## config.mk

```make
export PLATFORM = sky130hd
export DESIGN_NAME = seq_alu_byteserial
export DESIGN_NICKNAME = d
export VERILOG_FILES = /design/src/rtl/seq_alu_byteserial.sv
export SDC_FILE = /design/constraint.sdc
export NUM_CORES = 1
export LEC_CHECK = 0
export CORE_MARGIN = 2
export CORE_UTILIZATION = 68
export CTS_CLUSTER_DIAMETER = 80
export CTS_CLUSTER_SIZE = 30
export DETAILED_ROUTE_END_ITERATION = 7
export GPL_ROUTABILITY_DRIVEN = 1
export GPL_TIMING_DRIVEN = 1
export PLACE_DENSITY = 0.95
export SYNTH_ARGS = -nofsm -noshare
export SYNTH_HDL_FRONTEND = slang
export SYNTH_SLANG_ARGS = --single-unit
export TNS_END_PERCENT = 5
```

## constraint.sdc

```tcl
create_clock -name clk -period 8.9 [get_ports clk]
set_input_delay 1.335 -clock clk [delete_from_list [all_inputs] [get_ports clk]]
set_output_delay 1.335 -clock clk [all_outputs]
set_load 0.01 [all_outputs]
```

## src/rtl/seq_alu_byteserial.sv

```systemverilog
// Byte-serial multi-cycle ALU: WIDTH-bit operands A and B, then an opcode byte,
// arrive over an 8-bit valid/ready channel. The result goes back little-endian
// over an 8-bit valid/ready channel, with carry/zero/err flags alongside.
// Optional feature macro: SEQ_ALU_MUL_EN adds an iterative shift-add MUL (op 7).
module seq_alu_byteserial #(
  parameter int unsigned WIDTH = 16
) (
  input  logic       clk,
  input  logic       rst,
  input  logic [7:0] in_data,
  input  logic       in_valid,
  output logic       in_ready,
  output logic [7:0] out_data,
  output logic       out_valid,
  input  logic       out_ready,
  output logic       flag_carry,
  output logic       flag_zero,
  output logic       flag_err,
  output logic       busy
);

  localparam int unsigned NB  = WIDTH / 8;
  localparam int unsigned SW  = $clog2(WIDTH);
  localparam int unsigned BCW = 4;
  localparam logic [BCW-1:0] LAST_BYTE = BCW'(NB - 1);

  typedef enum logic [2:0] {LOAD_A, LOAD_B, LOAD_OP, EXEC, OUT_STATE} state_t;

  state_t           state, next_state;
  logic [BCW-1:0]   byte_cnt, byte_nxt;
  logic [WIDTH-1:0] a_q, b_q, result_q;
  logic [2:0]       op_q;
  logic             in_fire, out_fire, last_byte, exec_done;
  logic [WIDTH-1:0] alu_r;
  logic             alu_c, alu_e;
  logic [SW-1:0]    shamt;
  logic [WIDTH:0]   shr_w;

  assign in_fire   = in_valid & in_ready;
  assign out_fire  = out_valid & out_ready;
  assign last_byte = (byte_cnt == LAST_BYTE);
  assign byte_nxt  = byte_cnt + BCW'(1);
  assign shamt     = b_q[SW-1:0];

`ifdef SEQ_ALU_MUL_EN
  localparam int unsigned PW  = 2 * WIDTH;
  localparam int unsigned MCW = 7;

  logic [PW-1:0]    mul_acc, mul_mcand, mul_next;
  logic [WIDTH-1:0] mul_mplier;
  logic [MCW-1:0]   mul_cnt;
  logic             mul_last;

  assign mul_next  = mul_acc + (mul_mplier[0] ? mul_mcand : '0);
  assign mul_last  = (mul_cnt == MCW'(WIDTH - 1));
  assign exec_done = (op_q != 3'd7) || mul_last;

  // Shift-add multiplier: one multiplier bit per EXEC cycle, armed on the opcode beat
  always_ff @(posedge clk or posedge rst) begin
    if (rst) begin
      mul_acc    <= '0;
      mul_mcand  <= '0;
      mul_mplier <= '0;
      mul_cnt    <= '0;
    end else if (state == LOAD_OP && in_fire) begin
      mul_acc    <= '0;
      mul_mcand  <= PW'(a_q);
      mul_mplier <= b_q;
      mul_cnt    <= '0;
    end else if (state == EXEC) begin
      mul_acc    <= mul_next;
      mul_mcand  <= mul_mcand << 1;
      mul_mplier <= mul_mplier >> 1;
      mul_cnt    <= mul_cnt + MCW'(1);
    end
  end
`else
  assign exec_done = 1'b1;
`endif

  // Single-cycle result and flags for the latched opcode
  always_comb begin
    alu_r = '0;
    alu_c = 1'b0;
    alu_e = 1'b0;
    shr_w = '0;
    case (op_q)
      3'd0: {alu_c, alu_r} = {1'b0, a_q} + {1'b0, b_q};
      3'd1: begin
        alu_r = a_q - b_q;
        alu_c = (a_q < b_q);
      end
      3'd2: alu_r = a_q & b_q;
      3'd3: alu_r = a_q | b_q;
      3'd4: alu_r = a_q ^ b_q;
      // Extra bit above/below the operand catches the last bit shifted out
      3'd5: {alu_c, alu_r} = {1'b0, a_q} << shamt;
      3'd6: begin
        shr_w = {a_q, 1'b0} >> shamt;
        alu_r = shr_w[WIDTH:1];
        alu_c = shr_w[0];
      end
      default: begin
`ifdef SEQ_ALU_MUL_EN
        alu_r = mul_next[WIDTH-1:0];
        alu_c = |mul_next[PW-1:WIDTH];
`else
        alu_e = 1'b1;
`endif
      end
    endcase
  end

  // State register
  always_ff @(posedge clk or posedge rst) begin
    if (rst) state <= LOAD_A;
    else     state <= next_state;
  end

  // Next-state logic
  always_comb begin
    next_state = state;
    case (state)
      LOAD_A:    if (in_fire && last_byte) next_state = LOAD_B;
      LOAD_B:    if (in_fire && last_byte) next_state = LOAD_OP;
      LOAD_OP:   if (in_fire) next_state = EXEC;
      EXEC:      if (exec_done) next_state = OUT_STATE;
      OUT_STATE: if (out_fire && last_byte) next_state = LOAD_A;
      default:   next_state = LOAD_A;
    endcase
  end

  // Operand capture, result/flag latch and byte-serial output registers
  always_ff @(posedge clk or posedge rst) begin
    if (rst) begin
      byte_cnt   <= '0;
      a_q        <= '0;
      b_q        <= '0;
      op_q       <= '0;
      result_q   <= '0;
      flag_carry <= 1'b0;
      flag_zero  <= 1'b0;
      flag_err   <= 1'b0;
      out_data   <= '0;
      out_valid  <= 1'b0;
      in_ready   <= 1'b1;
      busy       <= 1'b0;
    end else begin
      in_ready <= (next_state == LOAD_A) || (next_state == LOAD_B) ||
                  (next_state == LOAD_OP);
      busy     <= (next_state != LOAD_A);
      case (state)
        LOAD_A: if (in_fire) begin
          a_q[{byte_cnt, 3'b000} +: 8] <= in_data;
          byte_cnt <= last_byte ? '0 : byte_nxt;
        end
        LOAD_B: if (in_fire) begin
          b_q[{byte_cnt, 3'b000} +: 8] <= in_data;
          byte_cnt <= last_byte ? '0 : byte_nxt;
        end
        LOAD_OP: if (in_fire) op_q <= in_data[2:0];
        EXEC: if (exec_done) begin
          result_q   <= alu_r;
          flag_carry <= alu_c;
          flag_zero  <= (alu_r == '0);
          flag_err   <= alu_e;
        end
        OUT_STATE: begin
          // First cycle presents byte 0; later bytes advance on each accepted beat
          if (!out_valid) begin
            out_valid <= 1'b1;
            out_data  <= result_q[7:0];
          end else if (out_ready) begin
            if (last_byte) begin
              out_valid <= 1'b0;
              byte_cnt  <= '0;
            end else begin
              byte_cnt <= byte_nxt;
              out_data <= result_q[{byte_nxt, 3'b000} +: 8];
            end
          end
        end
        default: ;
      endcase
    end
  end

endmodule

```

* Word level (Yosys, flattened, before mapping)
Cells that the tools add are included.
** Storage, ports and cells
- Flip-flop bits (word level) :: 72
- Latch bits :: 0
- RAM bits :: 0
- ROM bits :: 0
- Output and inout port bits :: 14
- Logic and storage cells :: 84
- Memories :: 0
** Operators by class
- Add/sub/neg operators :: 4
- $mul :: 0
- Divide/modulo/power cells :: 0
- Order comparisons :: 1
- Equality and inequality tests :: 18
- Shift-type cells :: 5
- Muxes and demuxes :: 21
- Bitwise operators :: 5
- Reduce and logical (&&, ||, !) cells :: 17
** Operators by type and width (count)
- one-hot mux 16 bit (7 select lines) :: 1
- bitwise mux 16 bit :: 2
- 2-to-1 mux 8 bit :: 3
- adder 16 x 16 -> 17 bit :: 1
- << shifter 16 x 4 -> 17 bit :: 1
- >> shifter 17 x 4 -> 17 bit :: 1
- AND 16 bit :: 1
- logical NOT 16 bit :: 1
- less-than comparator 16 bit :: 1
- 2-to-1 mux 4 bit :: 4
- OR 16 bit :: 1
- variable shift 8 x 9 -> 16 bit, first input constant :: 1
- indexed part select 16 x 8 -> 8 bit :: 1
- indexed part select 8 x 9 -> 16 bit :: 1
- subtractor 16 bit :: 1
- bitwise XOR 16 bit :: 1
- equality test 3 x 2 -> 1 bit, second input constant :: 5
- one-hot mux 3 bit (5 select lines) :: 1
- equality test 3 bit, second input constant :: 4
- 2-to-1 mux 3 bit :: 4
- equality test 3 x 1 -> 1 bit, second input constant :: 3
- logical NOT 3 bit :: 3
- negator 7 -> 9 bit :: 1
- one-hot mux 4 bit (2 select lines) :: 1
- 16 further kinds :: 27

* Longest topological paths before layout
Gate-level depths: netlist of the first run.
- Word-level depth :: 7
- Gate-level depth with buffers :: 15

* Worst setup path before layout of the first run
OpenSTA, ideal clock, no wires.
- Path type :: register to register
- Start point :: register b_q[2]
- End point :: register flag_zero
- Data arrival time :: 3.632 ns
- Path slack :: 5.200 ns
- Stages on the path, launching flop included :: 15
- Path buffers :: 4
- Path through :: dfrtp_1 > buf_2 > buf_2 > inv_1 > clkbuf_1 > ha_1 > clkbuf_1 > or4_1 > a21boi_0 > o21a_1 > o31ai_1 > or3_1 > or4_1 > nor4_1 > a32o_1
** On the way
- Word-level cells in the longest chain between the ends :: 3
- Elaborated cells on any way between the ends :: 9
- Classes of those cells :: 2 x add/sub; 2 x shift; 1 x mux; 3 x bitwise; 1 x reduce/logical
** RTL lines
- start, declared :: RTL line 31 : logic [WIDTH-1:0] a_q, b_q, result_q;
- start signal, assigned by index :: RTL line 158 : b_q[{byte_cnt, 3'b000} +: 8] <= in_data;
- subtractor 16 bit, or another cell as far along :: RTL line 90 : alu_r = a_q - b_q;
- one-hot mux 16 bit (7 select lines) * :: RTL line 87 : case (op_q)
- logical NOT 16 bit * :: RTL line 165 : flag_zero <= (alu_r == '0);
- end signal, assigned :: RTL line 165
- end, declared :: RTL line 17 : output logic flag_zero,
Every way passes the cells marked *; elsewhere a longest branch is shown, timed or not.
A chain may end at the register's enable or synchronous reset.

* Worst setup path in the final report of the first run
- Start point :: register b_q[0]
- End point :: register flag_zero
Same word-level chain as after synthesis.

==> results of run 1 <==
state kept, by name, summed over array words and instances, names as in the netlist:
| signal | cells |
|---|---|
| flag_zero | 1 |
| op_q | 3 |
| out_valid | 1 |
| out_data | 8 |
| flag_carry | 1 |
| b_q | 16 |
| flag_err | 1 |
| in_ready | 1 |
| a_q | 16 |
| state | 3 |
| result_q | 16 |
| byte_cnt | 4 |
| busy | 1 |
through the flow:
stage,worst slack (ns),area [sq um]
global placement,4.84,7260
CTS,4.83,7460
floorplan,5.20,6990
finish,4.70,7460
global route,4.45,7460
detailed placement,4.86,7260
Yosys cell counts (all sizes together) (3+ instances only):
cell | n | share of area, %
ha | 56 | 10
a221oi | 8 | 1.0
a222oi | 6 | 0.86
a22o | 6 | 0.75
dfrtp | 71 | 25
nor3b | 4 | 0.43
mux2 | 24 | 4.0
nand4 | 3 | 0.27
mux2i | 33 | 4.7
or3 | 7 | 0.63
a211oi | 21 | 2.3
clkbuf | 38 | 2.0
nand3 | 17 | 1.2
nand2b | 6 | 0.54
a21oi | 43 | 3.1
o21a | 4 | 0.43
and2 | 4 | 0.36
nor4 | 9 | 0.81
o21ai | 66 | 4.7
nor2 | 63 | 3.4
a31oi | 6 | 0.54
a22oi | 3 | 0.32
xnor2 | 9 | 1.1
a21boi | 3 | 0.32
inv | 52 | 2.8
nand2 | 90 | 4.8
buf | 20 | 1.5
a221o | 3 | 0.43
o22ai | 6 | 0.54
o21bai | 4 | 0.43
a2111oi | 3 | 0.38
a21o | 3 | 0.32
nor2b | 10 | 0.90
o221ai | 3 | 0.38
nand3b | 4 | 0.43
o211ai | 16 | 1.7
mux4 | 21 | 6.8
nand4b | 3 | 0.38
nor3 | 14 | 1.0
o31ai | 14 | 1.5
or2 | 3 | 0.27
how the worst max path moves through the flow:
stage	start	to	slack, ns
2_1_floorplan	b_q[2]	flag_zero	5.20
3_3_place_gp	b_q[0]	flag_zero	4.84
3_5_place_dp	b_q[1]	flag_zero	4.86
4_1_cts	b_q[0]	flag_zero	4.83
5_1_grt	b_q[2]	flag_zero	4.45
6_report	b_q[0]	flag_zero	4.70
worst max-delay path: stages (launching register included):
cell	delay [ns]
sky130_fd_sc_hd__dfrtp_1	0.33
sky130_fd_sc_hd__buf_4	0.44
sky130_fd_sc_hd__inv_1	0.41
sky130_fd_sc_hd__ha_1	0.34
sky130_fd_sc_hd__nand2_1	0.07
sky130_fd_sc_hd__o21ai_0	0.25
sky130_fd_sc_hd__a222oi_1	0.72
sky130_fd_sc_hd__o32ai_1	0.26
sky130_fd_sc_hd__a211o_1	0.32
sky130_fd_sc_hd__or4_1	0.55
sky130_fd_sc_hd__nor4_1	0.24
sky130_fd_sc_hd__a32o_1	0.20
final cells by class:
cell class	instances	area share (%)
timing repair buffer	35	4.36
clock inverter	6	0.906
sequential	72	24.2
multi-input combinational	640	64.0
clock buffer	10	1.71
tap	133	2.23
inverter	52	2.62
kinds of logic (layout without fill, tap and decap cells):
kind of cell | count (synthesis) | in the layout
simple gates | 250 | 250
compound gates | 243 | 243
buf+inv | 110 | 103
mux | 78 | 78
flops | 72 | 72
fa+ha+maj | 58 | 58
xor+xnor | 11 | 11
metal layers:
layer / track usage (%) / vias up / part of all wire, % / routed length [um]
met5: 0 / - / 0 / 0
met4: 18.8 / 0 / 5.6 / 1270
met1: 56.1 / 3260 / 38 / 8660
met2: 63.9 / 542 / 44 / 9990
met3: 10.8 / 97 / 12 / 2840
li1: - / 3010 / - / -
==> metrics list, run 1 <==
- The run finished with clean final reports.
- The die covers 11,100 sq um.
* Cell count after synthesis: 822
- The number of antenna violations at the first check in global routing is 0.
* Synth-to-Final Area Change: 6.75%
* Final global-route overflow total: 0
- HPWL after detailed placement: 17.3 mm
* Multi-input gate area: 4770 sq um
- Post-synthesis compound-gate area fraction: 23.3%
* TritonCTS clock tree: yes
- The die is 105 um wide.
- Most common cell after layout, fill and taps aside: sky130_fd_sc_hd__nand2_1
* Via count of the routed design: 6,909
- Number of optimization iterations in the first detailed-route pass: 5
- Number of global-route vias before repair: 6,541
- Remaining DRCs: 0
* Inserted Clock Buffers: 9
- Final worst clock skew: 0.0125 ns
- The number of setup buffers added after CTS is 0.
- The first routing iteration left 965 violations.
- Across all hold checks on the routed design, the worst slack comes to 0.481 ns.
* Setup violations, final: 0
- Total clock sinks: 72
- Crit end category: flip-flop
* Number of fillers in the final layout: 694
- Global routing used 41.9% of the available tracks.
- Number of buffers inserted for hold repair after clock tree synthesis: 0
- In this run the most critical hold path is launched from out_data[3].
- The number of pins exceeding their max-slew limit in the final report came to 0.
- Worst-case headroom to the max-slew limit: 26.7%
- Number of cell instances on the worst register-to-register path: 11
- Post-layout utilization of the core: 75.6%
- Final estimated routing congestion in global placement: 1.08
- Along the worst hold path, the cell count comes to 2.
- Across the run, the number of max-cap violations was 0.
- In this run the count of I/O pins placed on the die edge is 26.
* Routed WL: 22.8 mm
- For the worst setup path, the data arrival time is 4.50 ns.
* Yosys warns: 0
- In this run the core area contains 36 standard-cell rows.
- In the final routed layout, each cell accounts on average for 24.0 um.
- Largest net degree at the start of global routing: 73
- Combinational family with the most area after synthesis: compound AO/OA/AOI/OAI gates
- STA puts the critical path data required time at 9.20 ns.
- Synth Area in Simple Gates: 17.1%
- Hold Vio Cnt, Final: 0
- Core area: 9860 sq um
- The first global-routing pass estimated 36.0 mm of wire.
- Type of the tightest min-delay check: reg2reg
- Summing the areas of all xor and xnor instances in the mapped netlist gives 1.38% of the synthesized area.
- Synth Flop Type: sky130_fd_sc_hd__dfrtp_1
- For flop-to-flop paths, the worst setup slack is 4.70 ns.
- The die is 105 um tall.
* Fraction of the mapped netlist area in adder cells: 10.6%
- Registers take 1800 sq um.
- The critical path is of the reg2reg type.
* Syn_nets: 892
- Synthesis inferred 72 register bits.
- Number of inserted diodes: 0
- The library cells used most frequently in the layout, excluding fill and tap cells, are sky130_fd_sc_hd__nand2_1, sky130_fd_sc_hd__dfrtp_1, sky130_fd_sc_hd__o21ai_0.
* FMAX: 0.238 GHz
* FF-to-FF Start: b_q[0]
- Post-synthesis sequential area ratio: 25.8%
- Cells with a size suffix above 1 make up 10.3% of the layout.
* Root buffer selected by CTS: sky130_fd_sc_hd__clkbuf_8
* Nature of the critical path startpoint: flip-flop
* Sum of negative setup slack: 0 ns
- In this run, placement finished with an instance count of 932.
- Final min period: 4.20 ns
- Period utilization: 47.1%
* Latest clock arrival within the worst-skew pair: 0.37 ns
- For this run, the number of standard cells in the final layout without fillers is 948.
* Max clock buf depth: 2
- Starting Density: 70.8%
* Destination of the worst register-to-register timing path: flag_zero
- Netlist area before placement: 6990 sq um
- Average cell area after synthesis: 8.50 sq um
* Setup repair after global routing missed its margin: false
- Buffers placed on the I/O ports in this run total 25.
- Clock slew at reported path FFs: 0.08 ns
* Number of distinct library cell variants in the gate-level netlist after synthesis: 75
* Share of synthesized registers carrying an async set or reset: 100%
- Of all nets on the critical path, the largest fanout is 40.
- Number of synthesized flops with an enable pin: 0
- Vias/cell: 7.29
* Proportion of synthesized area in mux cells: 15.5%
- The H-tree was split into 3 levels.
- Hold worst-path end: out_data[3]
* Slew at the pin closest to its max-slew limit: 1.10 ns
* Number of nets in the layout: 880
* Cts repair resizes: 0
- The detail route stage leaves a number of antenna-violating nets equal to 0.
Power of run 1 is not shown: default switching activity piles up to over one toggle a cycle in this logic, so the estimate is an artifact.
==> run 2, diff against run 1 <==
- CORE_UTILIZATION: 68 -> 57
- PLACE_DENSITY: 0.95 -> 0.9
- clock period: 8.9 -> 3.4 ns (I/O delays scaled with it)
==> metrics list, run 2 (synthesis gave the netlist of run 1 again) <==
- Outcome: complete, no violations
* Number of optimization iterations in the first detailed-route pass: 6
* Worst hold margin: 0.471 ns
- Post-route met1 wirelength: 9.52 mm
- Setup violations, final: 0
- Die X: 115 um
- The count of nets left with antenna violations once routing finished came out at 0.
* Final global-route overflow total: 0
- Max capacitance violation total: 0
- Synth-to-Final Area Change: 20.2%
- Crit end category: flip-flop
- TritonCTS clock tree: yes
- Nature of the critical path startpoint: flip-flop
- Latest clock arrival within the worst-skew pair: 0.36 ns
- Largest net degree at the start of global routing: 45
- Ratio of cells with drive above 1 in the final layout: 20.7%
- First-pass GRT wire length: 37.2 mm
- Flop-to-flop setup slack: 0.01 ns
* Top routing layer used: met4
- The worst register-to-register path begins at b_q[1].
- FMAX: 0.295 GHz
- Crit Path Class: reg2reg
- The number of antenna violations at the first check in global routing was 0.
* Destination of the worst register-to-register timing path: flag_zero
* I/O pins: 26
* Number of H-tree levels: 3
- Via count of the routed design: 7,224
* Detail-routed net length per standard cell: 22.9 um
- Remaining DRCs: 0
* Type of the tightest min-delay check: reg2reg
- Max clock buf depth: 2
- Final min period: 3.39 ns
- Total count of max-transition violations in the final report: 0
* Hold Startpoint: out_data[7]
- Root buffer selected by CTS: sky130_fd_sc_hd__clkbuf_16
* Number of inserted diodes: 0
- Overall fraction of global-route tracks in use: 37.0%
- The net count of the finished layout is 967.
- Final estimated routing congestion in global placement: 1.13
- The number of cells on the worst reg-to-reg path is 12.
- In this run, CTS created clock tree buffers numbering 9.
* HPWL after detailed placement: 18.1 mm
- Routed wl met3: 2.77 mm
* Routed WL: 24.0 mm
- The worst hold path terminates at out_data[7].
- Along the worst path, the maximum fanout reaches 21.
* Number of fillers in the final layout: 922
- Sum of negative setup slack: 0 ns
- For the pin with the worst max-slew slack, the measured transition is 0.903 ns.
- In this run, the number of DRC markers left after iteration 0 of detailed routing was 1,081.
- Top library cells by usage in the layout, fill and taps aside: sky130_fd_sc_hd__buf_4, sky130_fd_sc_hd__nand2_1, sky130_fd_sc_hd__dfrtp_1
- Total clock sinks: 72
- Hold Vio Cnt, Final: 0
- For this run, the share of the core covered by cells in the final layout is 69.9%.
- The via count of the first global-routing pass is 6,867.
- For the worst setup path, the data arrival time is 3.67 ns.
- Buffers added on ports: 25
* Vias/cell: 6.89
- Core area: 12,000 sq um
- The floorplan step defined a die boundary enclosing 13,200 sq um.
* Routed length on met2: 10.3 mm
- In the final layout, the registers with the most flip-flops are a_q (16), b_q (16), result_q (16).
- Worst Path Required: 3.69 ns
- Cell count of the worst hold path: 2
* Period utilization: 99.6%
- Clock slew at reported path FFs: 0.06 ns
- Setup repair after global routing could not meet its margin everywhere.
- From bottom edge to top edge, the die measures 115 um.
- Most common cell after layout, fill and taps aside: sky130_fd_sc_hd__buf_4
* Final worst clock skew: 0.00662 ns
* Starting Density: 58.2%
- In this run the tightest slew margin relative to its limit is 39.7%.
- The floorplan has 40 rows.
[run 2: cell types whose count changed in the layout (fill, tap and decap cells not counted), sizes merged]
cell  change
inv       +1
buf      +86
[run 2: layout make-up]
class / instances / area (sq um) / share of cell area, %
Multi-Input combinational cell: 640 / 4860 / 57.9
Sequential cell: 72 / 1810 / 21.5
Timing Repair Buffer: 122 / 1050 / 12.5
Clock buffer: 9 / 225 / 2.68
Inverter: 52 / 195 / 2.32
Tap cell: 147 / 184 / 2.19
Clock inverter: 7 / 78.8 / 0.938
[run 2: worst max-delay path, cell delays in order (launching register included)]
cell	delay [ns]
sky130_fd_sc_hd__dfrtp_2	0.44
sky130_fd_sc_hd__buf_12	0.17
sky130_fd_sc_hd__mux2_4	0.33
sky130_fd_sc_hd__a222oi_1	0.40
sky130_fd_sc_hd__buf_4	0.20
sky130_fd_sc_hd__nor2_1	0.04
sky130_fd_sc_hd__nor4_1	0.31
sky130_fd_sc_hd__buf_4	0.18
sky130_fd_sc_hd__o31ai_1	0.07
sky130_fd_sc_hd__or3_1	0.37
sky130_fd_sc_hd__or4_4	0.43
sky130_fd_sc_hd__nor4_2	0.18
sky130_fd_sc_hd__a32o_1	0.21
[run 2: worst max path at each step]
stage / slack [ns] / depth (start not counted) / endpoint / startpoint
final: 0.01 / 12 / flag_zero / b_q[1]
after global routing: -0.12 / 12 / flag_zero / a_q[0]
after CTS: 0.007 / 11 / flag_zero / b_q[1]
after detailed placement: -0.06 / 12 / flag_zero / a_q[0]
after global placement: 0.03 / 12 / flag_zero / a_q[0]
after floorplan: 0.002 / 14 / flag_zero / b_q[2]
[run 2: per-layer routing]
metal | vias up | global-route usage [%]
met3 | 117 | 9.74
li1 | 3187 | -
met5 | - | 0
met4 | 0 | 18.3
met1 | 3423 | 50.0
met2 | 497 | 55.2
[run 2: metrics by stage]
stage | worst slack, ns | area [sq um] | std cells
global placement | 0.0279 | 7920 | 1026
finish | 0.0139 | 8400 | 1049
detailed placement | -0.0596 | 7920 | 1026
global route | -0.119 | 8400 | 1049
CTS | 0.00684 | 8270 | 1044
floorplan | 0.00248 | 7010 | 822
[run 2: repair_timing]
item,in CTS,in global routing
cloned,0,1
endpoints found under the setup margin,1,4
setup buffers,2,4
resized for setup,5,18
pin swaps,2,8
hold buffers,0,0
Power of run 2 is left out for the same reason.
